$ cat src/rtl/dct8_rot_sched_if.sv
// Handshake/bus bundle between the DCT8 rotation sequencer (master) and its datapath/memory (slave).
// With DCT8_SCHED_HOLD_EN defined, the bundle also carries the stall input "hold".
interface dct8_rot_sched_if #(
  parameter int ADDR_W = 3
);
  logic              start;
  logic              busy;
  logic              done;
  logic              rd_en;
  logic [ADDR_W-1:0] rd_addr_a;
  logic [ADDR_W-1:0] rd_addr_b;
  logic [3:0]        angle_idx;
  logic              wr_en;
  logic [ADDR_W-1:0] wr_addr_a;
  logic [ADDR_W-1:0] wr_addr_b;
  logic [1:0]        stage;
`ifdef DCT8_SCHED_HOLD_EN
  logic              hold;

  modport master (
    input  start, hold,
    output busy, done, rd_en, rd_addr_a, rd_addr_b, angle_idx,
           wr_en, wr_addr_a, wr_addr_b, stage
  );
  modport slave (
    output start, hold,
    input  busy, done, rd_en, rd_addr_a, rd_addr_b, angle_idx,
           wr_en, wr_addr_a, wr_addr_b, stage
  );
`else
  modport master (
    input  start,
    output busy, done, rd_en, rd_addr_a, rd_addr_b, angle_idx,
           wr_en, wr_addr_a, wr_addr_b, stage
  );
  modport slave (
    output start,
    input  busy, done, rd_en, rd_addr_a, rd_addr_b, angle_idx,
           wr_en, wr_addr_a, wr_addr_b, stage
  );
`endif
endinterface

$ cat src/rtl/dct8_rot_sched.sv
// Stage sequencer for the memory-based DCT8 rotation datapath: issues operand-pair reads, delays them for write-back.
// Optional feature macro DCT8_SCHED_HOLD_EN adds a "hold" stall input that freezes the run in ISSUE/DRAIN.
module dct8_rot_sched #(
  parameter int ADDR_W     = 3,
  parameter int NUM_STAGES = 3,
  parameter int PIPE_LAT   = 4
) (
  input  logic             clk,
  input  logic             rst_n,
  dct8_rot_sched_if.master bus
);

  typedef enum logic [1:0] {IDLE, ISSUE, DRAIN, DONE} state_t;

  typedef struct packed {
    logic              vld;
    logic [ADDR_W-1:0] a;
    logic [ADDR_W-1:0] b;
  } dl_t;

  state_t            state, state_nx;
  logic [1:0]        stage_q, stage_nx;
  logic [1:0]        pair_q, pair_nx;
  logic              issue;
  logic              rd_en_q, rd_en_nx;
  logic [ADDR_W-1:0] rd_a_q, rd_a_nx, rd_b_q, rd_b_nx;
  logic [3:0]        angle_q, angle_nx;
  logic              busy_q, done_q;
  logic              drained;
  logic              frz;
  dl_t               dl [PIPE_LAT];

`ifdef DCT8_SCHED_HOLD_EN
  assign frz = bus.hold && (state == ISSUE || state == DRAIN);
`else
  assign frz = 1'b0;
`endif

  // Stage 3 reuses the stage 0 mirror pairing.
  function automatic logic [2*ADDR_W-1:0] pair_addr(input logic [1:0] s, input logic [1:0] p);
    logic [2:0] a, b;
    case (s)
      2'd1:    begin a = {p[1], 1'b0, p[0]}; b = {p[1], 1'b1, ~p[0]}; end
      2'd2:    begin a = {p, 1'b0};          b = {p, 1'b1};          end
      default: begin a = {1'b0, p};          b = {1'b1, ~p};         end
    endcase
    return {ADDR_W'(a), ADDR_W'(b)};
  endfunction

  // The stage is finished when its last pair sits at the delay-line output with nothing behind it.
  always_comb begin
    drained = dl[PIPE_LAT-1].vld;
    for (int i = 0; i < PIPE_LAT-1; i++) begin
      if (dl[i].vld) drained = 1'b0;
    end
  end

  always_comb begin
    state_nx = state;
    stage_nx = stage_q;
    pair_nx  = pair_q;
    issue    = 1'b0;
    rd_en_nx = 1'b0;
    rd_a_nx  = '0;
    rd_b_nx  = '0;
    angle_nx = '0;
    case (state)
      IDLE: begin
        if (bus.start) begin
          state_nx = ISSUE;
          stage_nx = 2'd0;
          pair_nx  = 2'd0;
          issue    = 1'b1;
        end
      end
      ISSUE: begin
        if (pair_q == 2'd3) begin
          state_nx = DRAIN;
        end else begin
          pair_nx = pair_q + 2'd1;
          issue   = 1'b1;
        end
      end
      DRAIN: begin
        if (drained) begin
          if (stage_q == 2'(NUM_STAGES-1)) begin
            state_nx = DONE;
          end else begin
            state_nx = ISSUE;
            stage_nx = stage_q + 2'd1;
            pair_nx  = 2'd0;
            issue    = 1'b1;
          end
        end
      end
      default: state_nx = IDLE;
    endcase
    if (issue) begin
      rd_en_nx             = 1'b1;
      {rd_a_nx, rd_b_nx}   = pair_addr(stage_nx, pair_nx);
      angle_nx             = {stage_nx, pair_nx};
    end
  end

  always_ff @(posedge clk) begin
    if (!rst_n) begin
      state   <= IDLE;
      stage_q <= '0;
      pair_q  <= '0;
      rd_en_q <= 1'b0;
      rd_a_q  <= '0;
      rd_b_q  <= '0;
      angle_q <= '0;
      busy_q  <= 1'b0;
      done_q  <= 1'b0;
      for (int i = 0; i < PIPE_LAT; i++) dl[i] <= '0;
    end else if (!frz) begin
      state   <= state_nx;
      stage_q <= stage_nx;
      pair_q  <= pair_nx;
      rd_en_q <= rd_en_nx;
      rd_a_q  <= rd_a_nx;
      rd_b_q  <= rd_b_nx;
      angle_q <= angle_nx;
      busy_q  <= (state_nx == ISSUE) || (state_nx == DRAIN);
      done_q  <= (state_nx == DONE);
      dl[0]   <= '{vld: rd_en_q, a: rd_a_q, b: rd_b_q};
      for (int i = 1; i < PIPE_LAT; i++) dl[i] <= dl[i-1];
    end
  end

  assign bus.busy      = busy_q;
  assign bus.done      = done_q;
  assign bus.stage     = stage_q;
  assign bus.rd_en     = rd_en_q && !frz;
  assign bus.rd_addr_a = frz ? '0 : rd_a_q;
  assign bus.rd_addr_b = frz ? '0 : rd_b_q;
  assign bus.angle_idx = frz ? '0 : angle_q;
  assign bus.wr_en     = dl[PIPE_LAT-1].vld && !frz;
  assign bus.wr_addr_a = frz ? '0 : dl[PIPE_LAT-1].a;
  assign bus.wr_addr_b = frz ? '0 : dl[PIPE_LAT-1].b;

endmodule
$ cat src/flat_wrapper.sv
// flat-port wrapper written by rule: the top's interface ports become plain ports
module dct8_rot_sched_flat 
#(
  parameter int ADDR_W     = 3,
  parameter int NUM_STAGES = 3,
  parameter int PIPE_LAT   = 4
)
  (clk, rst_n, bus_start, bus_busy, bus_done, bus_rd_en, bus_rd_addr_a, bus_rd_addr_b, bus_angle_idx, bus_wr_en, bus_wr_addr_a, bus_wr_addr_b, bus_stage);
  dct8_rot_sched_if #(.ADDR_W(ADDR_W)) bus_i ();
  input  logic clk;
  input  logic rst_n;
  input wire logic [$bits(bus_i.start)-1:0] bus_start;
  output wire logic [$bits(bus_i.busy)-1:0] bus_busy;
  output wire logic [$bits(bus_i.done)-1:0] bus_done;
  output wire logic [$bits(bus_i.rd_en)-1:0] bus_rd_en;
  output wire logic [$bits(bus_i.rd_addr_a)-1:0] bus_rd_addr_a;
  output wire logic [$bits(bus_i.rd_addr_b)-1:0] bus_rd_addr_b;
  output wire logic [$bits(bus_i.angle_idx)-1:0] bus_angle_idx;
  output wire logic [$bits(bus_i.wr_en)-1:0] bus_wr_en;
  output wire logic [$bits(bus_i.wr_addr_a)-1:0] bus_wr_addr_a;
  output wire logic [$bits(bus_i.wr_addr_b)-1:0] bus_wr_addr_b;
  output wire logic [$bits(bus_i.stage)-1:0] bus_stage;
  assign bus_i.start = bus_start;
  assign bus_busy = bus_i.busy;
  assign bus_done = bus_i.done;
  assign bus_rd_en = bus_i.rd_en;
  assign bus_rd_addr_a = bus_i.rd_addr_a;
  assign bus_rd_addr_b = bus_i.rd_addr_b;
  assign bus_angle_idx = bus_i.angle_idx;
  assign bus_wr_en = bus_i.wr_en;
  assign bus_wr_addr_a = bus_i.wr_addr_a;
  assign bus_wr_addr_b = bus_i.wr_addr_b;
  assign bus_stage = bus_i.stage;
  dct8_rot_sched #(.ADDR_W(ADDR_W), .NUM_STAGES(NUM_STAGES), .PIPE_LAT(PIPE_LAT)) u_core (.clk(clk), .rst_n(rst_n), .bus(bus_i));
endmodule
$ cat config.mk
export PLATFORM = sky130hd
export DESIGN_NAME = dct8_rot_sched_flat
export DESIGN_NICKNAME = d
export VERILOG_FILES = /design/src/rtl/dct8_rot_sched_if.sv /design/src/rtl/dct8_rot_sched.sv /design/src/flat_wrapper.sv
export SDC_FILE = /design/constraint.sdc
export NUM_CORES = 1
export LEC_CHECK = 0
export BUFFER_PORTS_ARGS = -buffer_cell sky130_fd_sc_hd__clkbuf_2
export CAP_MARGIN = 10
export CELL_PAD_IN_SITES_DETAIL_PLACEMENT = 1
export CELL_PAD_IN_SITES_GLOBAL_PLACEMENT = 1
export CORE_AREA = 10 10 73 75
export CTS_CLUSTER_SIZE = 40
export DETAILED_ROUTE_END_ITERATION = 8
export DIE_AREA = 0 0 83 85
export PLACE_DENSITY = 0.71
export REMOVE_ABC_BUFFERS = 1
export SYNTH_ARGS = -nofsm -noshare
export SYNTH_HDL_FRONTEND = slang
export SYNTH_SLANG_ARGS = --single-unit
$ cat constraint.sdc
create_clock -name clk -period 2.5 [get_ports clk]
set_input_delay 0.25 -clock clk [delete_from_list [all_inputs] [get_ports clk]]
set_output_delay 0.25 -clock clk [all_outputs]
set_load 0.03 [all_outputs]
# Word level (Yosys, flattened, before mapping)
# Memory sizes are Yosys's and may differ from the RTL's.
# Index checks and enable logic that the tools add are counted.
totals:
  in_bits: 3
  wordCells: 62
  memories: 1
  ram_bits: 28
  regBits: 19
op_classes:
  eq_ne: 9
  muxes: 32
  n_bitwise: 6
  add_sub_neg: 2
  n_reduce_logical: 3
memory_table:
  columns: ["name", "words", "word_bits", "rd", "rd_ports_with_merged_regs", "wr", "line", "rtl"]
  rows:
  - ["u_core.dl", 4, 7, 4, 0, 4, "dct8_rot_sched.sv:31", "dl_t dl [PIPE_LAT];"]
ops:
  columns: ["op", "n"]
  rows:
  - ["$mux 7", 4]
  - ["$mux 2", 11]
  - ["$eq 2x2->1 const B", 6]
  - ["$pmux 2 s3", 2]
  - ["$pmux 3 s2", 2]
  - ["$mux 1", 11]
  - ["$eq 2x1->1 const B", 3]
  - ["$add 2x1->2 const B", 2]
  - ["$or 1x1->1", 4]
  - ["$pmux 2 s2", 1]
  - ["$pmux 1 s3", 1]
  - ["$logic_not 2->1", 1]
  - ["$not 2->2", 1]
  - ["$reduce_and 2->1", 1]
  - ["$logic_or 1x1->1", 1]
  - ["$not 1->1", 1]

# Logic depth before layout (Yosys ltp)
# Gate-level depths: netlist (run 1).
# An unclocked memory read counts as a cell.
logic_depth:
  ltp_word: 8
  ltp_mapped: 10
  mapped_depth_nobuf: 10

# Worst setup path after synthesis (run 1)
# No wires, ideal clock.
synth_path:
  path_kind: "register to register"
  start: "memory u_core.dl[3][6] (netlist bit)"
  end: "register u_core.rd_b_q[0], in the netlist u_core.bus.rd_addr_b[0]"
  slack_ps: 103
  setup_ps: 118
  arrival_time_ps: 2279
  path_stages_with_launch: 8
  cell_sequence: "dfxtp_1 -> nor4b_2 -> mux2i_1 -> a22oi_1 -> inv_1 -> ha_1 -> or3_1 -> o2111a_1"
synth_lines:
  columns: ["element", "line", "rtl"]
  rows:
  - ["from (decl)", "dct8_rot_sched.sv:31", null]
  - ["to (signal assigned)", "dct8_rot_sched.sv:123", "rd_b_q <= rd_b_nx;"]
  - ["to (decl)", "dct8_rot_sched.sv:26", "logic [ADDR_W-1:0] rd_a_q, rd_a_nx, rd_b_q, rd_b_nx;"]

# Worst setup path in the final report (run 1)
layout_path:
  start: "register u_core.stage_q[0], in the netlist u_core.bus.stage[0]"
  end: "register u_core.rd_b_q[0], in the netlist u_core.bus.rd_addr_b[0]"
layout_between:
  elab_chain_cells: 6
layout_rtl:
  columns: ["element", "line", "rtl"]
  rows:
  - ["from (decl)", "dct8_rot_sched.sv:22", "logic [1:0] stage_q, stage_nx;"]
  - ["from (signal assigned)", "dct8_rot_sched.sv:119", "stage_q <= stage_nx;"]
  - ["$add 2x1->2 or $eq 2x2->1 (tied branches)", "dct8_rot_sched.sv:90, dct8_rot_sched.sv:86", null]
  - ["$mux 2 *", "dct8_rot_sched.sv:86", "if (stage_q == 2'(NUM_STAGES-1)) begin"]
  - ["$mux 2 *", "dct8_rot_sched.sv:85", "if (drained) begin"]
  - ["$pmux 2 s2 *", "dct8_rot_sched.sv:67", "case (state)"]
  - ["via u_core.stage_nx[1]", "dct8_rot_sched.sv:22", null]
  - ["$eq 2x2->1 or $eq 2x1->1 (tied branches)", "dct8_rot_sched.sv:42", "case (s)"]
  - ["$pmux 3 s2 *", "dct8_rot_sched.sv:42", null]
# Mark *: on every way through the listed nets, which the timed path passes. The rest lies on a longest branch.
# A chain may end at the register's enable or synchronous reset.

==> results of run 1 <==
==> logic make-up (layout without fill, tap and decap cells) <==
logic type	Yosys count	after routing	synth area share (%)
AND/OR/NAND/NOR	65	65	23.6
buffers and inverters	15	43	3.49
multiplexers	2	2	1.24
AO/OA/AOI/OAI	19	19	8.76
flip-flops	47	47	58.3
adder cells (fa/ha/maj)	6	6	4.65
==> worst max-delay path: stages (launching register included) <==
cell      delay (ns)
dfxtp_1         0.38
inv_1           0.09
ha_1            0.30
nand2b_1        0.08
mux2i_1         0.07
a22oi_1         0.30
inv_1           0.12
ha_1            0.41
or3_1           0.38
o2111a_1        0.14
==> per-layer routing <==
layer	vias to the layer above	GRT usage [%]	wire, um
met3	8	3.92	159
li1	561	-	-
met5	-	0	0
met2	17	17.7	1720
met4	0	4.02	48
met1	522	9.70	1420
==> cells in the final DEF, fill, tap and decap left out, types with 3 or more instances in the layout <==
cell,n
clkbuf_8,5
inv_1,9
clkbuf_2,24
dfxtp_1,47
nand2b_1,3
ha_1,6
nor2_1,13
and2_1,33
o21ai_0,3
==> state kept, by name, summed over array words and instances, names as in the netlist <==
register and cells:
u_core.bus.busy 1, u_core.state 2, u_core.pair_q 2, u_core.bus.stage 2, u_core.bus.done 1, u_core.bus.angle_idx 4, u_core.dl 28, u_core.bus.rd_addr_a 3
u_core.bus.rd_en 1, u_core.bus.rd_addr_b 3
==> through the flow <==
| stage | area (um^2) | setup slack, ns | instances | hold WS [ns] | power, uW |
|---|---|---|---|---|---|
| after floorplan | 1590 | 0.103 | 148 | 0.372 | 851 |
| after global placement | 1790 | 0.261 | 224 | 0.414 | 879 |
| after detailed placement | 1790 | 0.166 | 224 | 0.420 | 884 |
| after CTS | 1900 | 0.137 | 232 | 0.442 | 1450 |
| after global routing | 1900 | 0.0171 | 232 | 0.457 | 1500 |
| final | 1900 | 0.134 | 232 | 0.437 | 1430 |
==> path summary, 6_finish.rpt <==
check | cells past startpoint | start | to
setup / recovery | 9 | u_core.bus.stage[0] | u_core.bus.rd_addr_b[0]
hold / removal | 1 | u_core.dl[1][4] | u_core.dl[2][4]
setup reg to reg | 9 | u_core.bus.stage[0] | u_core.bus.rd_addr_b[0]
hold reg to reg | 1 | u_core.dl[1][4] | u_core.dl[2][4]
==> layout make-up <==
cell class | instances | share of cell area (%)
timing repair buffer | 26 | 7.10
clock buffer | 5 | 3.61
multi-input combinational | 92 | 32.4
tap | 50 | 3.29
sequential | 47 | 49.4
clock inverter | 3 | 2.43
inverter | 9 | 1.77
==> report_power, final <==
part           total (uW)  switching (uW)  internal [uW]
sequential            782            13.3            769
combinational        81.4            54.3           27.1
clock                 567             266            301
total                1430             334           1100
==> flow_metrics.tcl, run 1 <==
set metrics [dict create \
    status "finished clean" \
    synth_top_area_share_pct 58.3 \
    yosysTopAreaCell "dfxtp_1" \
    final_hold_viol_count 0 \
    slew_headroom_pct 51.2 \
    grtUsageTotal_pct 9.76 \
    route.detailed.drc 0 \
    clock_latency_ns 0.30 \
    synth-async-reset-ratio_pct 0 \
    core-area_um2 3910 \
    die_w_um 83 \
    rrSetupSlack_ns 0.13 \
    io_buffer_count 24 \
    min_period_ns 2.37 \
    yosys-top-cells-count "dfxtp_1, and2_1, nor2_1, inv_1" \
    routed_via_density 4.78 \
    max-vdd-ir-drop_mv 0.274 \
    synth-edff-count 0 \
    cts_buffers 5 \
    regArea_um2 941 \
    finalCritPeriodShare_pct 94.6 \
    initial_core_util_pct 41.2 \
    synth_area_leaders "dfxtp_1, and2_1, ha_1" \
    cp-end-kind "flip-flop" \
    htreeDepth 2 \
    postCtsSetupBuffers 0 \
    fillerInstances 471 \
    clock.fmax_ghz 0.423 \
    io_pins 25 \
    vias 1108 \
    postRouteAntennaNets 0 \
    cts_tree "yes" \
    wl_per_cell_um 14.5 \
    cts-root-buf "clkbuf_8" \
    worstMarginPinSlew_ns 0.728 \
    synthCells 154 \
    path_clk_slew_ns 0.09 \
    fin_setup_tns_ns 0 \
    yosysMostFrequentCell "dfxtp_1" \
    p_leak_uw 0.000837 \
    critical_path_class "flip-flop to flip-flop" \
    std_cell_rows 23 \
    drive_gt1_share_pct 20.3 \
    layout-area-overhead-vs-synth_pct 18.0 \
    ys_ff_latch 47 \
    syn_avg_cell_area_um2 10.5 \
    rsz0062_at_grt "no" \
    cts-resized-gates 0 \
    cap_violations 0 \
    drt_wl_total_um 3360 \
    startpoint_type "flip-flop" \
    critPathMaxFanout 7 \
    layout.nets 190 \
    final_core_util_pct 48.7 \
    slew_viol_final 0 \
    grt_remaining_overflow 0 \
    grt_pass1_wl_um 5680 \
    yosys_most_used_dff "dfxtp_1" \
    drtIter0Drc 46 \
    grt_start_max_net_pins 37 \
    synth_area_um2 1610 \
    yosysSeqAreaShare_pct 58.3 \
    clkSinkCount 47 \
    multi_input_area_um2 617 \
    crit_required_ns 2.70 \
    antenna_found_initial 0 \
    cts_hold_buf 0 \
    synth_warnings 0 \
    yosysUniqueCellTypes 32 \
    die_h_um 85 \
    power.density_nw_per_um2 752 \
    antennaDiodeCount 0 \
    grt_pass1_vias 1194 \
    hp-class "flip-flop to flip-flop" \
    die_area_um2 7060 \
    clock_path_buffers 2 \
    drt_pass1_iterations 3 \
    worst_clock_skew_ns 0.00619 \
    dp_hpwl_um 2550 \
    place.gp.congestion 0.773 \
    setup_violations 0 \
    cp.arrival_ns 2.56 \
]
Note: power is estimated with default switching activity, not from simulation.
==> inputs of run 2 (changes only) <==
--- a/config.mk
+++ b/config.mk
@@ -9,11 +9,12 @@
 export CAP_MARGIN = 10
 export CELL_PAD_IN_SITES_DETAIL_PLACEMENT = 1
 export CELL_PAD_IN_SITES_GLOBAL_PLACEMENT = 1
-export CORE_AREA = 10 10 73 75
+export CORE_AREA = 10 10 71 73
+export CTS_BUF_LIST = sky130_fd_sc_hd__clkbuf_2
 export CTS_CLUSTER_SIZE = 40
 export DETAILED_ROUTE_END_ITERATION = 8
-export DIE_AREA = 0 0 83 85
-export PLACE_DENSITY = 0.71
+export DIE_AREA = 0 0 81 83
+export PLACE_DENSITY = 0.75
 export REMOVE_ABC_BUFFERS = 1
 export SYNTH_ARGS = -nofsm -noshare
 export SYNTH_HDL_FRONTEND = slang
==> run 2 against run 1 <==
Net effect:
- sequential power about the same
- maximum frequency increased by 2.1%
- routed wire length increased by 0.30%
- clock skew increased by 0.0038 ns
- clock power decreased by 26%
- total power decreased by 9.9%
- final area decreased by 1.3%
- largest cell class unchanged
==> flow_metrics.tcl, run 2 (same netlist as run 1, synthesis figures left out) <==
set metrics [dict create \
    crit_required_ns 2.85 \
    cts-root-buf "clkbuf_2" \
    io_pins 25 \
    power.density_nw_per_um2 686 \
    finalCritPeriodShare_pct 92.7 \
    grt_remaining_overflow 0 \
    final_hold_viol_count 0 \
    status "finished clean" \
    worstMarginPinSlew_ns 0.791 \
    seqPwrFrac_pct 60.8 \
    vias 1121 \
    worst_clock_skew_ns 0.00999 \
    place_area_um2 1800 \
    std_cell_rows 22 \
    critical_path_class "flip-flop to flip-flop" \
    drt_pass1_iterations 4 \
    cp-end-kind "flip-flop" \
    drt_wl_total_um 3370 \
    place.gp.congestion 0.800 \
    slew_headroom_pct 46.9 \
    layout-area-overhead-vs-synth_pct 16.4 \
    grt_start_max_net_pins 36 \
    dp_hpwl_um 2520 \
    cts_buffers 5 \
    hp-class "primary input to flip-flop" \
    p_switching_uw 317 \
    largest_reg_flops 28 \
    setup_violations 0 \
    routed_via_density 4.83 \
    cts_tree "yes" \
    antenna_found_initial 0 \
    max-vdd-ir-drop_mv 0.375 \
    startpoint_type "flip-flop" \
    io_buffer_count 24 \
    die_h_um 83 \
    htreeDepth 2 \
    critPathMaxFanout 7 \
    grt_pass1_wl_um 5620 \
    die_area_um2 6720 \
    cap_violations 0 \
    multi_input_area_um2 622 \
    clkSinkCount 47 \
    wl_per_cell_um 14.5 \
    fillerInstances 418 \
    cts_hold_buf 0 \
    die_w_um 81 \
    fin_hold_ws_ns 0.313 \
    postCtsSetupBuffers 0 \
    core-area_um2 3630 \
    top_register "u_core.dl" \
    route.detailed.drc 0 \
    drive_gt1_share_pct 22.3 \
    finalNonFillerCells 232 \
    min_period_ns 2.32 \
    clock_latency_ns 0.42 \
    initial_core_util_pct 44.4 \
    design_area_um2 1880 \
    drtIter0Drc 36 \
    p_int_uw 973 \
    slew_viol_final 0 \
    cp.arrival_ns 2.67 \
    postRouteAntennaNets 0 \
    combPwrFrac_pct 6.4 \
    dpl.cell_count 224 \
    path_clk_slew_ns 0.24 \
    swShare_pct 24.6 \
    mostFrequentLayoutCell "dfxtp_1" \
    layout_common_cells "dfxtp_1, and2_1, clkbuf_2" \
    clock.fmax_ghz 0.431 \
    clock_path_buffers 2 \
    total_power_uw 1290 \
    p_leak_uw 0.000832 \
    grtUsageTotal_pct 10.7 \
    regArea_um2 942 \
    antennaDiodeCount 0 \
    grt_pass1_vias 1167 \
    layout.nets 192 \
    power.share.clock_pct 32.7 \
]
run 2: cell types whose count changed in the layout (fill, tap and decap cells not counted), sizes merged:
| cell | before | now |
|---|---|---|
| buf | 2 | 4 |
run 2: per-layer routing:
| metal | GRT usage, % | wire (um) |
|---|---|---|
| met3 | 4.31 | 157 |
| met4 | 4.23 | 53 |
| met5 | 0 | 0 |
| met1 | 11.2 | 1410 |
| met2 | 18.4 | 1750 |
run 2: area by class of cell:
type | instances | share of cell area [%]
Tap cell | 48 | 3.20
Sequential cell | 47 | 50.1
Clock buffer | 5 | 1.33
Clock inverter | 3 | 2.46
Inverter | 9 | 1.80
Multi-Input combinational cell | 92 | 33.1
Timing Repair Buffer | 28 | 7.99
run 2: metrics by stage:
stage,util [%],setup WS (ns),TNS [ns]
3_5_place_dp,49.6,0.0567,0
6_report,51.7,0.182,0
2_1_floorplan,-,0.103,0
5_1_grt,51.7,-0.000181,-0.000181
4_1_cts,51.5,0.0268,0
3_3_place_gp,49.6,0.273,0
run 2: power by group through the flow:
stage,Combinational [uW],Clock [uW],Sequential (uW)
2_1_floorplan,34.7,0,816
5_1_grt,92.5,480,789
6_report,83.1,422,785
3_5_place_dp,84.0,0,799
3_3_place_gp,82.3,0,798
4_1_cts,84.7,439,785
run 2: path summary, 6_finish.rpt:
check	start	endpoint	slack [ns]	cells after the start
setup reg to reg	u_core.bus.stage[0]	u_core.bus.rd_addr_b[0]	0.18	9
hold reg to reg	u_core.dl[0][2]	u_core.dl[1][2]	0.47	1
setup / recovery	u_core.bus.stage[0]	u_core.bus.rd_addr_b[0]	0.18	9
hold / removal	bus_start	u_core.bus.rd_addr_b[1]	0.31	4
run 2: worst max-delay path: stages, from the launching register on:
cell and delay (ns):
dfxtp_1 0.41, inv_1 0.08, ha_1 0.29, nand2b_1 0.08
mux2i_1 0.09, a22oi_2 0.24, inv_1 0.11, ha_1 0.41
or3_1 0.39, o2111a_1 0.15
run 2: repair_timing:
item                                   CTS  global route
setup endpoints to repair                0             3
resized for setup                        0             2
endpoints found under the hold margin    0             0
